[src/rtl/vga_plot_scheduler.sv]
// ---------------------------------------------------------------------------
// vga_plot_scheduler
//
// Purpose:
//   Owns the single vga_adapter write port and shares it between NUM_REQ
//   pixel requesters (character sprite, platform drawer, bonus marker).
//   One pixel is granted per cycle in round-robin order and presented on a
//   fully registered output stage. The block can also run a full-screen
//   clear sweep that writes CLEAR_COLOUR to every pixel, row by row.
//
// Ports:
//   clk          system clock
//   resetn       asynchronous, active-low reset
//   req          per-requester pixel request (data held stable while high)
//   req_x        packed x, requester i on [8*i+7:8*i]
//   req_y        packed y, requester i on [7*i+6:7*i]
//   req_colour   packed colour, requester i on [3*i+2:3*i]
//   ack          one-cycle pulse: requester i's pixel was consumed
//   clear_start  pulse: begin a full-screen clear
//   clear_busy   high while clear pixels are being written
//   clear_done   one-cycle pulse after the last clear pixel
//   plot         write strobe to vga_adapter
//   x, y, colour pixel coordinates and colour to vga_adapter
//   dropped      one-cycle pulse: granted pixel was off-screen, not plotted
// ---------------------------------------------------------------------------
module vga_plot_scheduler #(
    parameter int         NUM_REQ      = 3,
    parameter int         X_SIZE       = 160,
    parameter int         Y_SIZE       = 120,
    parameter logic [2:0] CLEAR_COLOUR = 3'b000
) (
    input  logic                 clk,
    input  logic                 resetn,
    input  logic [NUM_REQ-1:0]   req,
    input  logic [8*NUM_REQ-1:0] req_x,
    input  logic [7*NUM_REQ-1:0] req_y,
    input  logic [3*NUM_REQ-1:0] req_colour,
    output logic [NUM_REQ-1:0]   ack,
    input  logic                 clear_start,
    output logic                 clear_busy,
    output logic                 clear_done,
    output logic                 plot,
    output logic [7:0]           x,
    output logic [6:0]           y,
    output logic [2:0]           colour,
    output logic                 dropped
);

    localparam int         PTR_W  = (NUM_REQ > 1) ? $clog2(NUM_REQ) : 1;
    localparam logic [7:0] X_LAST = 8'(X_SIZE - 1);
    localparam logic [6:0] Y_LAST = 7'(Y_SIZE - 1);

    typedef enum logic [0:0] {
        ARB   = 1'b0,
        CLEAR = 1'b1
    } state_t;

    state_t state, state_nxt;

    logic [PTR_W-1:0]   ptr, ptr_nxt;
    logic [7:0]         clr_x, clr_x_nxt;
    logic [6:0]         clr_y, clr_y_nxt;

    logic [NUM_REQ-1:0] ack_nxt;
    logic               plot_nxt;
    logic [7:0]         x_nxt;
    logic [6:0]         y_nxt;
    logic [2:0]         colour_nxt;
    logic               dropped_nxt;
    logic               clear_busy_nxt;
    logic               clear_done_nxt;

    logic [NUM_REQ-1:0] eligible;
    logic               grant_found;
    logic [PTR_W-1:0]   grant_idx;
    int                 cand;

    logic [7:0]         sel_x;
    logic [6:0]         sel_y;
    logic [2:0]         sel_colour;
    logic               sel_in_range;

    // A requester that is being acked this cycle is not eligible again, so a
    // held request is served at most every second cycle and the requester
    // has one cycle to present new data or drop req.
    always_comb begin
        eligible    = req & ~ack;
        grant_found = 1'b0;
        grant_idx   = '0;
        cand        = 0;
        for (int k = 0; k < NUM_REQ; k++) begin
            cand = (int'(ptr) + k) % NUM_REQ;
            if (!grant_found && eligible[cand]) begin
                grant_found = 1'b1;
                grant_idx   = PTR_W'(cand);
            end
        end
    end

    // Extract the winner's pixel and check it against the screen bounds.
    always_comb begin
        sel_x        = req_x[8*int'(grant_idx) +: 8];
        sel_y        = req_y[7*int'(grant_idx) +: 7];
        sel_colour   = req_colour[3*int'(grant_idx) +: 3];
        sel_in_range = (sel_x <= X_LAST) && (sel_y <= Y_LAST);
    end

    // Next-state and next-output logic.
    // The first clear pixel (0,0) is issued on the same edge that accepts
    // clear_start, so clr_x/clr_y always hold the pixel currently on the
    // outputs while in CLEAR. Once the last pixel has been shown, one idle
    // cycle carries clear_done and the block is back in ARB.
    always_comb begin
        state_nxt      = state;
        ptr_nxt        = ptr;
        clr_x_nxt      = clr_x;
        clr_y_nxt      = clr_y;
        ack_nxt        = '0;
        plot_nxt       = 1'b0;
        x_nxt          = x;
        y_nxt          = y;
        colour_nxt     = colour;
        dropped_nxt    = 1'b0;
        clear_busy_nxt = 1'b0;
        clear_done_nxt = 1'b0;

        case (state)
            ARB: begin
                if (clear_start) begin
                    state_nxt      = CLEAR;
                    clr_x_nxt      = '0;
                    clr_y_nxt      = '0;
                    plot_nxt       = 1'b1;
                    x_nxt          = '0;
                    y_nxt          = '0;
                    colour_nxt     = CLEAR_COLOUR;
                    clear_busy_nxt = 1'b1;
                end else if (grant_found) begin
                    ack_nxt[grant_idx] = 1'b1;
                    x_nxt              = sel_x;
                    y_nxt              = sel_y;
                    colour_nxt         = sel_colour;
                    plot_nxt           = sel_in_range;
                    dropped_nxt        = ~sel_in_range;
                    if (int'(grant_idx) == NUM_REQ - 1) begin
                        ptr_nxt = '0;
                    end else begin
                        ptr_nxt = grant_idx + 1'b1;
                    end
                end
            end

            CLEAR: begin
                if ((clr_x == X_LAST) && (clr_y == Y_LAST)) begin
                    state_nxt      = ARB;
                    clr_x_nxt      = '0;
                    clr_y_nxt      = '0;
                    clear_done_nxt = 1'b1;
                end else begin
                    if (clr_x == X_LAST) begin
                        clr_x_nxt = '0;
                        clr_y_nxt = clr_y + 1'b1;
                    end else begin
                        clr_x_nxt = clr_x + 1'b1;
                    end
                    plot_nxt       = 1'b1;
                    x_nxt          = clr_x_nxt;
                    y_nxt          = clr_y_nxt;
                    colour_nxt     = CLEAR_COLOUR;
                    clear_busy_nxt = 1'b1;
                end
            end

            default: begin
                state_nxt = ARB;
            end
        endcase
    end

    // State register.
    always_ff @(posedge clk or negedge resetn) begin
        if (!resetn) begin
            state <= ARB;
        end else begin
            state <= state_nxt;
        end
    end

    // Pointer, clear counters and the registered vga_adapter outputs.
    always_ff @(posedge clk or negedge resetn) begin
        if (!resetn) begin
            ptr        <= '0;
            clr_x      <= '0;
            clr_y      <= '0;
            ack        <= '0;
            plot       <= 1'b0;
            x          <= '0;
            y          <= '0;
            colour     <= '0;
            dropped    <= 1'b0;
            clear_busy <= 1'b0;
            clear_done <= 1'b0;
        end else begin
            ptr        <= ptr_nxt;
            clr_x      <= clr_x_nxt;
            clr_y      <= clr_y_nxt;
            ack        <= ack_nxt;
            plot       <= plot_nxt;
            x          <= x_nxt;
            y          <= y_nxt;
            colour     <= colour_nxt;
            dropped    <= dropped_nxt;
            clear_busy <= clear_busy_nxt;
            clear_done <= clear_done_nxt;
        end
    end

endmodule

[config.mk]
export PLATFORM = sky130hd
export DESIGN_NAME = vga_plot_scheduler
export DESIGN_NICKNAME = d
export VERILOG_FILES = /design/src/rtl/vga_plot_scheduler.sv
export SDC_FILE = /design/constraint.sdc
export NUM_CORES = 1
export LEC_CHECK = 0
export BUFFER_PORTS_ARGS = -buffer_cell sky130_fd_sc_hd__buf_2
export CAP_MARGIN = 20
export CORE_MARGIN = 4
export CORE_UTILIZATION = 25
export CTS_BUF_LIST = sky130_fd_sc_hd__clkbuf_4
export DETAILED_ROUTE_END_ITERATION = 12
export GPL_TIMING_DRIVEN = 0
export SYNTH_ARGS = -nofsm -noshare
export SYNTH_HDL_FRONTEND = slang
export SYNTH_SLANG_ARGS = --single-unit
[constraint.sdc]
create_clock -name clk -period 2.94 [get_ports clk]
set_input_delay 0.294 -clock clk [delete_from_list [all_inputs] [get_ports clk]]
set_output_delay 0.294 -clock clk [all_outputs]
set_load 0.01 [all_outputs]
==> impl_metrics.tcl <==
set metrics [dict create \
    initial_core_util_pct 25.9 \
    wl_per_cell_um 16.9 \
    hold_violations 0 \
    maxSlewHeadroom_pct 63.7 \
    clock-sinks 42 \
    synth_edf_count 0 \
    die_w_um 112 \
    finalCritPeriodShare_pct 101 \
    io_pins 85 \
    setup_viol 4 \
    worstSkewPairLatency_ns 0.38 \
    drc_errors 0 \
    grt_max_degree 43 \
    root_buffer "clkbuf_4" \
    async_flop_share_pct 100 \
    ys_ff_latch 42 \
    syn2layout_area_growth_pct 38.0 \
    gr-max-usage-layer "met2" \
    design_area_um2 3720 \
    die_area_um2 12500 \
    grt_remaining_overflow 0 \
    drv_cap 0 \
    ant_nets 0 \
    fmax_mhz 336 \
    crit_chain "buf_6 > inv_4 > ha_4 > and4bb_2 > or4_4 > or3_4 > nand2_8 > buf_8 > mux2_1 > nand2_1 > a31oi_1" \
    violations "setup timing" \
    io_buffers 84 \
    rows 37 \
    synth_top_area_share_pct 39.0 \
    status "complete, but fails checks" \
    dp_hpwl_um 6740 \
    fin_util_pct 35.7 \
    start_kind "flop" \
    vias 2769 \
    yosysUniqueCellTypes 55 \
    coreArea_um2 10400 \
    syn-cell-area_um2 2700 \
    use_met1_pct 20.2 \
    reg2reg_depth 11 \
    drt_iter0_drc 219 \
    end_kind "flop" \
    hp-class "primary input to flop" \
    cts_tree "yes" \
    layout-drive-gt1-share_pct 38.6 \
    grt_pass1_vias 2682 \
    clock_skew_ns 0.0185 \
    syn-num-nets 362 \
    antenna_found_initial 1 \
    p_leak_nw 1.75 \
    grt_pass1_wl_um 14200 \
    power.density_nw_per_um2 609 \
    cp_max_fo 7 \
    critPathKind "flop to flop" \
    ys_warn_count 0 \
    cpPeakStageDelay_ns 0.54 \
    n_antenna_cell 0 \
    track_usage_pct 14.1 \
    drt_pass1_iterations 5 \
    path_clk_slew_ns 0.15 \
    ctsLongestPathBuffers 2 \
    peakVddDrop_v 0.000219 \
    critPathRequiredTime_ns 3.20 \
    gp_congestion 0.847 \
    htree_num_levels 2 \
    worst_slack_ns -0.0330 \
    cp_slowest_cell "or4_4" \
    seq_area_frac_synth_pct 39.0 \
    drt_wl_total_um 9180 \
    gr-usage-met2_pct 20.8 \
    period_needed_ns 2.97 \
    hold_slack_ns 0.222 \
    viasPerCell 5.10 \
    synth_area_leader_cell "dfrtp_1" \
    cts_inserted_buffers 5 \
    avgSynthCellArea_um2 9.08 \
    place_area_um2 3290 \
    netlist_instances 297 \
    max_slew.worst_pin.slew_ns 0.542 \
    layout_common_cells "buf_2, dfrtp_1, nand2_1, nor2_1, buf_4" \
    gr-usage-met3_pct 3.97 \
    rsz0062_at_grt "yes" \
    die_h_um 112 \
    hold_path_depth 4 \
    nNetsFinal 471 \
    drv_slew 0 \
    synth_flop_cell "dfrtp_1" \
    synth.top_cells.by_area "dfrtp_1, nand2_1, mux2_2" \
    arrival_ns 3.23 \
    final_common_cell "buf_2" \
]
[flip-flops by register name, summed over array words and instances, names as in the netlist]
name / cells
clr_x: 8
x: 8
clr_y: 7
y: 7
ack: 3
colour: 3
ptr: 2
clear_busy: 1
clear_done: 1
dropped: 1
plot: 1
[metrics by stage]
stage,cells,power (mW),setup slack (ns),TNS [ns]
6_report,543,2.27,-0.0330,-0.0659
2_1_floorplan,297,1.42,0.0431,0
3_3_place_gp,517,1.69,-0.456,-5.27
5_1_grt,543,2.43,-0.109,-0.697
4_1_cts,533,2.22,-0.00110,-0.00110
3_5_place_dp,517,1.71,-0.459,-6.36
[routing by layer]
| metal | vias to the layer above | wire length (um) |
|---|---|---|
| met5 | - | 13 |
| met4 | 2 | 143 |
| met3 | 13 | 636 |
| met2 | 95 | 4110 |
| met1 | 1341 | 4270 |
| li1 | 1318 | - |
[layout make-up]
| type | count | area, um^2 |
|---|---|---|
| sequential | 42 | 1050 |
| tap | 136 | 170 |
| buffer | 13 | 80.1 |
| timing repair buffer | 104 | 602 |
| multi-input combinational | 233 | 1710 |
| clock inverter | 3 | 45.0 |
| clock buffer | 5 | 37.5 |
| inverter | 7 | 28.8 |
| fill | 1072 | 6690 |
[path summary, 6_finish.rpt]
kind	start	end	slack [ns]
setup / recovery	ptr[1]$_DFFE_PN0P_	y[2]$_DFFE_PN0P_	-0.03
hold / removal	req_colour[6]	colour[0]$_DFFE_PN0P_	0.22
setup reg to reg	ptr[1]$_DFFE_PN0P_	y[2]$_DFFE_PN0P_	-0.03
hold reg to reg	y[1]$_DFFE_PN0P_	y[1]$_DFFE_PN0P_	0.50
max in group asynchronous	resetn	x[0]$_DFFE_PN0P_	2.28
min in group asynchronous	resetn	y[3]$_DFFE_PN0P_	0.25
[critical path: cells and delay by family, from the launching register on]
kind,cells,cell delay [ns]
fa+ha+maj,1,0.13
mux,1,0.36
compound gates,1,0.10
simple gates,5,1.47
buf+inv,3,0.32
flops,1,0.46
[cell usage after synthesis, types with 7 or more instances]
| cell | count |
|---|---|
| nand2_1 | 33 |
| nor2_1 | 26 |
| dfrtp_1 | 42 |
| clkbuf_1 | 8 |
| a22oi_1 | 10 |
| nor3_1 | 7 |
| a21o_1 | 9 |
| a21oi_1 | 11 |
| mux2_2 | 9 |
| o21ai_0 | 13 |
| nand3_1 | 11 |
| a22o_1 | 7 |
| inv_1 | 7 |
| xnor2_1 | 9 |
[where the power goes]
part | switching [mW] | internal, mW | leakage, nW
Clock | 0.216 | 0.178 | 0.0374
Combinational | 0.553 | 0.485 | 1.17
Sequential | 0.117 | 0.716 | 0.536
[timing repair]
item,4_1_cts,5_1_grt
endpoints found under the hold margin,0,42
hold buffers,0,1
pin swaps,7,4
setup endpoints to repair,24,22
resized for setup,31,16
setup buffers,9,9
[cell families after synthesis]
family / count (synthesis) / share of synthesized area (%)
buffers and inverters: 22 / 3.99
AO/OA/AOI/OAI: 80 / 21.2
adder cells (fa/ha/maj): 5 / 2.32
multiplexers: 16 / 6.45
flip-flops: 42 / 39.0
XOR/XNOR: 12 / 3.90
AND/OR/NAND/NOR: 120 / 23.2
No activity file was read; power rests on OpenSTA's default activity.
